`src/rtl/hht_pkg.sv`:
```
// Shared types and default sizes for the HHT CSR producer/consumer blocks.
package hht_pkg;

  localparam int unsigned N_DEFAULT      = 16;
  localparam int unsigned DATA_W_DEFAULT = 32;
  localparam int unsigned ADDR_W_DEFAULT = 32;

  typedef enum logic [2:0] {
    IDLE,
    INIT,
    STREAM,
    ROWPTR,
    FIN
  } state_t;

  // Bits needed to represent values 0..v-1 (minimum 1).
  function automatic int unsigned clog2(input int unsigned v);
    int unsigned r;
    r = 1;
    for (int unsigned i = 1; i < 32; i++) begin
      if ((64'd1 << i) < 64'(v)) r = i + 1;
    end
    return r;
  endfunction

endpackage

```
`src/rtl/csr_rc_counter.sv`:
```
// Row/column position tracker for the dense input stream.
module csr_rc_counter
  import hht_pkg::*;
#(
  parameter int unsigned N  = N_DEFAULT,
  parameter int unsigned CW = clog2(N)
) (
  input  logic          Clk,
  input  logic          Rst,
  input  logic          col_inc,
  input  logic          col_clr,
  input  logic          row_inc,
  input  logic          row_clr,
  output logic [CW-1:0] col,
  output logic [CW-1:0] row,
  output logic          last_col,
  output logic          last_row
);

  // Counters; clear takes priority over increment.
  always_ff @(posedge Clk) begin
    if (Rst) begin
      col <= '0;
      row <= '0;
    end else begin
      if (col_clr)      col <= '0;
      else if (col_inc) col <= col + CW'(1);
      if (row_clr)      row <= '0;
      else if (row_inc) row <= row + CW'(1);
    end
  end

  assign last_col = (col == CW'(N - 1));
  assign last_row = (row == CW'(N - 1));

endmodule

```
`src/rtl/csr_matrix_writer.sv`:
```
// Encodes a row-major dense N x N stream into CSR arrays in memory.
module csr_matrix_writer
  import hht_pkg::*;
#(
  parameter int unsigned N      = N_DEFAULT,
  parameter int unsigned DATA_W = DATA_W_DEFAULT,
  parameter int unsigned ADDR_W = ADDR_W_DEFAULT
) (
  input  logic              Clk,
  input  logic              Rst,
  input  logic              start,
  input  logic [ADDR_W-1:0] row_base,
  input  logic [ADDR_W-1:0] col_base,
  input  logic [ADDR_W-1:0] val_base,
  input  logic              in_valid,
  input  logic [DATA_W-1:0] in_data,
  output logic              in_ready,
  output logic              wr1_en,
  output logic [ADDR_W-1:0] wr1_addr,
  output logic [DATA_W-1:0] wr1_data,
  output logic              wr2_en,
  output logic [ADDR_W-1:0] wr2_addr,
  output logic [DATA_W-1:0] wr2_data,
  output logic              busy,
  output logic              done,
  output logic [DATA_W-1:0] nnz
);

  localparam int unsigned CW = clog2(N);
  localparam int unsigned NW = clog2(N * N + 1);

  state_t            state;
  logic [ADDR_W-1:0] row_base_q;
  logic [ADDR_W-1:0] col_base_q;
  logic [ADDR_W-1:0] val_base_q;
  logic [NW-1:0]     nnz_q;
  logic [CW-1:0]     col;
  logic [CW-1:0]     row;
  logic              last_col;
  logic              last_row;
  logic              accept;
  logic              launch;

  assign accept = (state == STREAM) && in_valid && in_ready;
  assign launch = (state == IDLE) && start;
  assign nnz    = DATA_W'(nnz_q);

  csr_rc_counter #(.N(N), .CW(CW)) u_rc (
    .Clk      (Clk),
    .Rst      (Rst),
    .col_inc  (accept),
    .col_clr  (launch || (accept && last_col)),
    .row_inc  (state == ROWPTR),
    .row_clr  (launch),
    .col      (col),
    .row      (row),
    .last_col (last_col),
    .last_row (last_row)
  );

  // Encoder FSM with registered write ports and handshake.
  always_ff @(posedge Clk) begin
    if (Rst) begin
      state      <= IDLE;
      row_base_q <= '0;
      col_base_q <= '0;
      val_base_q <= '0;
      nnz_q      <= '0;
      in_ready   <= 1'b0;
      wr1_en     <= 1'b0;
      wr1_addr   <= '0;
      wr1_data   <= '0;
      wr2_en     <= 1'b0;
      wr2_addr   <= '0;
      wr2_data   <= '0;
      busy       <= 1'b0;
      done       <= 1'b0;
    end else begin
      wr1_en <= 1'b0;
      wr2_en <= 1'b0;
      done   <= 1'b0;
      case (state)
        IDLE: begin
          if (start) begin
            row_base_q <= row_base;
            col_base_q <= col_base;
            val_base_q <= val_base;
            nnz_q      <= '0;
            busy       <= 1'b1;
            state      <= INIT;
          end
        end
        INIT: begin
          wr1_en   <= 1'b1;
          wr1_addr <= row_base_q;
          wr1_data <= '0;
          in_ready <= 1'b1;
          state    <= STREAM;
        end
        STREAM: begin
          if (accept) begin
            if (in_data != '0) begin
              wr1_en   <= 1'b1;
              wr1_addr <= col_base_q + ADDR_W'(nnz_q);
              wr1_data <= DATA_W'(col);
              wr2_en   <= 1'b1;
              wr2_addr <= val_base_q + ADDR_W'(nnz_q);
              wr2_data <= in_data;
              nnz_q    <= nnz_q + NW'(1);
            end
            if (last_col) begin
              in_ready <= 1'b0;
              state    <= ROWPTR;
            end
          end
        end
        ROWPTR: begin
          wr1_en   <= 1'b1;
          wr1_addr <= row_base_q + ADDR_W'(row) + ADDR_W'(1);
          wr1_data <= DATA_W'(nnz_q);
          if (last_row) begin
            state <= FIN;
          end else begin
            in_ready <= 1'b1;
            state    <= STREAM;
          end
        end
        FIN: begin
          done  <= 1'b1;
          busy  <= 1'b0;
          state <= IDLE;
        end
        default: state <= IDLE;
      endcase
    end
  end

endmodule
```
`config.mk`:
```
export PLATFORM = sky130hd
export DESIGN_NAME = csr_matrix_writer
export DESIGN_NICKNAME = d
export VERILOG_FILES = /design/src/rtl/hht_pkg.sv /design/src/rtl/csr_rc_counter.sv /design/src/rtl/csr_matrix_writer.sv
export SDC_FILE = /design/constraint.sdc
export NUM_CORES = 1
export LEC_CHECK = 0
export CORE_MARGIN = 2
export CORE_UTILIZATION = 50
export DETAILED_ROUTE_END_ITERATION = 10
export PLACE_DENSITY = 0.82
export SLEW_MARGIN = 20
export SYNTH_ARGS = -nofsm -noshare
export SYNTH_HDL_FRONTEND = slang
export SYNTH_HIERARCHICAL = 1
export SYNTH_SLANG_ARGS = --single-unit
```
`constraint.sdc`:
```
create_clock -name Clk -period 3.1 [get_ports Clk]
set_input_delay 0.62 -clock Clk [delete_from_list [all_inputs] [get_ports Clk]]
set_output_delay 0.62 -clock Clk [all_outputs]
set_load 0.01 [all_outputs]
```
==> flow_summary.json <==
{
  "ios": 297,
  "fillCellCount": 1928,
  "clkTransAtPathRegs_ns": 0.06,
  "syn_inst": 1469,
  "insertion_delay_ns": 0.52,
  "cts_tree": "yes",
  "seq_area_um2": 4520,
  "cts_htree_levels": 1,
  "slowest_delay_ns": 0.59,
  "max_freq_mhz": 367,
  "vias": 11500,
  "place_hpwl_um": 24600,
  "ys_seq_area_share_pct": 39.4,
  "drc": 0,
  "worst_pin_slew_ns": 0.988,
  "cts_buffer_depth": 3,
  "max-vdd-ir-drop_v": 0.000481,
  "dieWidth_um": 155,
  "setup_viol": 0,
  "first_iter_violations": 969,
  "multi_input_area_um2": 6350,
  "grt_start_max_net_pins": 89,
  "yosysTopAreaCellShare_pct": 39.4,
  "async_flop_share_pct": 0,
  "finalPower_uw": 6920,
  "nNetsFinal": 1847,
  "fin_crit_sh_pct": 88.0,
  "die_h_um": 155,
  "routed_via_density": 5.76,
  "cp_max_fo": 11,
  "start_util_pct": 50.8,
  "synthTopCellsByArea": "dfxtp_1, nand2_1, a21oi_1, nor2_1, a211oi_1",
  "ys.flop_type": "dfxtp_1",
  "grt_usage_pct": 27.2,
  "fin_tns_setup_ns": 0,
  "r2r_start": "u_rc/row[1]",
  "area_growth_pct": 30.1,
  "cts.repair.resized": 0,
  "cts_sinks": 226,
  "wl_um": 34200,
  "slew_viol_final": 0,
  "min_from": "wr2_data[25]",
  "cp_cell_sequence": "ha_1 -> nor2b_1 -> o2111ai_1 -> buf_4 -> a2111oi_2 -> a31oi_1 -> a221oi_1 -> a311oi_1",
  "diodes": 0,
  "cp-end-kind": "flip-flop",
  "cap_violations": 0,
  "rsz0062_at_grt": "no",
  "ys_ff_latch": 226,
  "core_region_area_um2": 22600,
  "synth_area_um2": 11500,
  "slew_headroom_pct": 34.1,
  "grt_pass1_vias": 10500,
  "grt_pass1_wl_um": 54100,
  "cts_root_buf": "clkbuf_16",
  "startpoint_type": "flip-flop",
  "path_class": "flip-flop to flip-flop",
  "ctsHoldBuffers": 0,
  "synth_area_leader_cell": "dfxtp_1",
  "yosys_warnings": 6,
  "place.gp.congestion": 0.959,
  "period_minus_slack_ns": 2.73,
  "cts_setup_buffers": 0,
  "cp-startpoint": "u_rc/row[1]",
  "finalHoldViolCount": 0,
  "place_area_um2": 14100,
  "final_cell_area_um2": 14900,
  "hold_path.class": "flip-flop to flip-flop",
  "arrival_ns": 3.10,
  "numCtsBuffers": 24,
  "syn_avg_cell_area_um2": 7.81,
  "first_pass_iters": 5,
  "yosysMostFrequentCell": "nand2_1",
  "p_leak_uw": 0.00533,
  "wl_per_cell_um": 17.2,
  "yosysUniqueCellTypes": 76,
  "overflow": 0,
  "cp_slowest_cell": "a2111oi_2",
  "status": "complete, no violations",
  "yosys-top-cells-count": "nand2_1, dfxtp_1, a21oi_1, nor2_1, clkbuf_1",
  "numPortBuffers": 250,
  "antenna_left": 0,
  "antenna_found_initial": 0,
  "synth-edff-count": 0,
  "dieArea_um2": 24200,
  "rows": 55,
  "powerDensity_nw_per_um2": 464,
  "fin_worst_skew_ns": 0.00952,
  "required_ns": 3.47,
  "drive_gt1_share_pct": 5.81
}
-- critical path: cells and delay by family (launching register included) --
kind | cells | cell delay [ns]
and+or+nand+nor | 1 | 0.22
DFF | 1 | 0.37
AOI/OAI and AO/OA | 5 | 1.48
adders and majority gates | 1 | 0.30
buffers and inverters | 1 | 0.21
-- power breakdown --
group          internal (uW)  leakage (uW)  switching (uW)  total [uW]
registers               3040       0.00184             149        3180
clock network           1700      0.000379            1150        2860
logic                    414       0.00311             463         877
-- area by class of cell --
cell class	count	share of cell area [%]
Clock buffer	39	4.95
Clock inverter	4	0.335
Inverter	20	0.503
Multi-Input combinational cell	1127	42.6
Sequential cell	226	30.3
Tap cell	285	2.39
Timing Repair Buffer	288	18.9
-- flip-flops by register name, indices dropped and copies added (netlist names) --
signal / cells
val_base_q: 32
wr2_data: 32
col_base_q: 32
row_base_q: 32
nnz_q: 9
done: 1
u_rc/col: 4
busy: 1
wr2_en: 1
u_rc/row: 4
wr2_addr: 32
in_ready: 1
wr1_data: 9
wr1_en: 1
state: 3
wr1_addr: 32
-- metrics by stage --
step	std cells	util (%)	hold WS [ns]	setup slack, ns
after floorplan	1514	-	0.440	0.447
after global placement	1946	62.6	0.439	0.313
after detailed placement	1946	62.6	0.444	0.188
after CTS	1989	66.1	0.453	0.426
after global routing	1989	66.1	0.467	0.200
final	1989	66.1	0.451	0.373
-- logic make-up (layout without fill, tap and decap cells) --
group                    count (synthesis)  after routing  share of synthesized area, %
AO/OA/AOI/OAI                          392            392                          22.1
XOR/XNOR                                45             45                          3.44
adder cells (fa/ha/maj)                 28             28                          3.25
buffers and inverters                  161            351                          6.91
flip-flops                             226            226                          39.4
multiplexers                            11             11                         0.993
other                                    1             46                        0.0327
AND/OR/NAND/NOR                        605            605                          23.9
-- final timing paths --
kind,endpoint,slack [ns],cells after the start
max reg2reg,wr1_addr[31],0.37,8
min,wr2_data[25],0.45,2
min reg2reg,wr2_data[25],0.45,2
max,wr1_addr[31],0.37,8
-- cells in the final DEF (no fill, tap or decap), drive strengths merged, types with 9 or more instances in the layout --
master,synthesis,routed
a21o,15,15
o21a,11,11
a311oi,19,19
nor4,24,24
nand3,27,27
a31oi,9,9
nand4,24,24
clkdlybuf4s50,0,249
a211oi,47,47
and4,9,9
o21ai,35,35
nor2,105,105
a21oi,178,178
a221oi,21,21
conb,1,46
buf,65,39
dfxtp,226,226
xnor2,33,33
clkbuf,76,39
or3,14,14
a2111oi,9,9
xor2,12,12
and3,11,11
nand2,327,327
nor3,26,26
inv,20,20
ha,25,25
-- per-layer routing --
layer  GRT usage, %  vias to the layer above  share of wire, %
met5              0                        -                 0
met2           42.7                      516                45
met3           3.96                       75               8.5
met4           9.04                        0               3.1
li1               -                     5547                 -
met1           38.6                     5314                43
(Power assumes the default switching activity.)
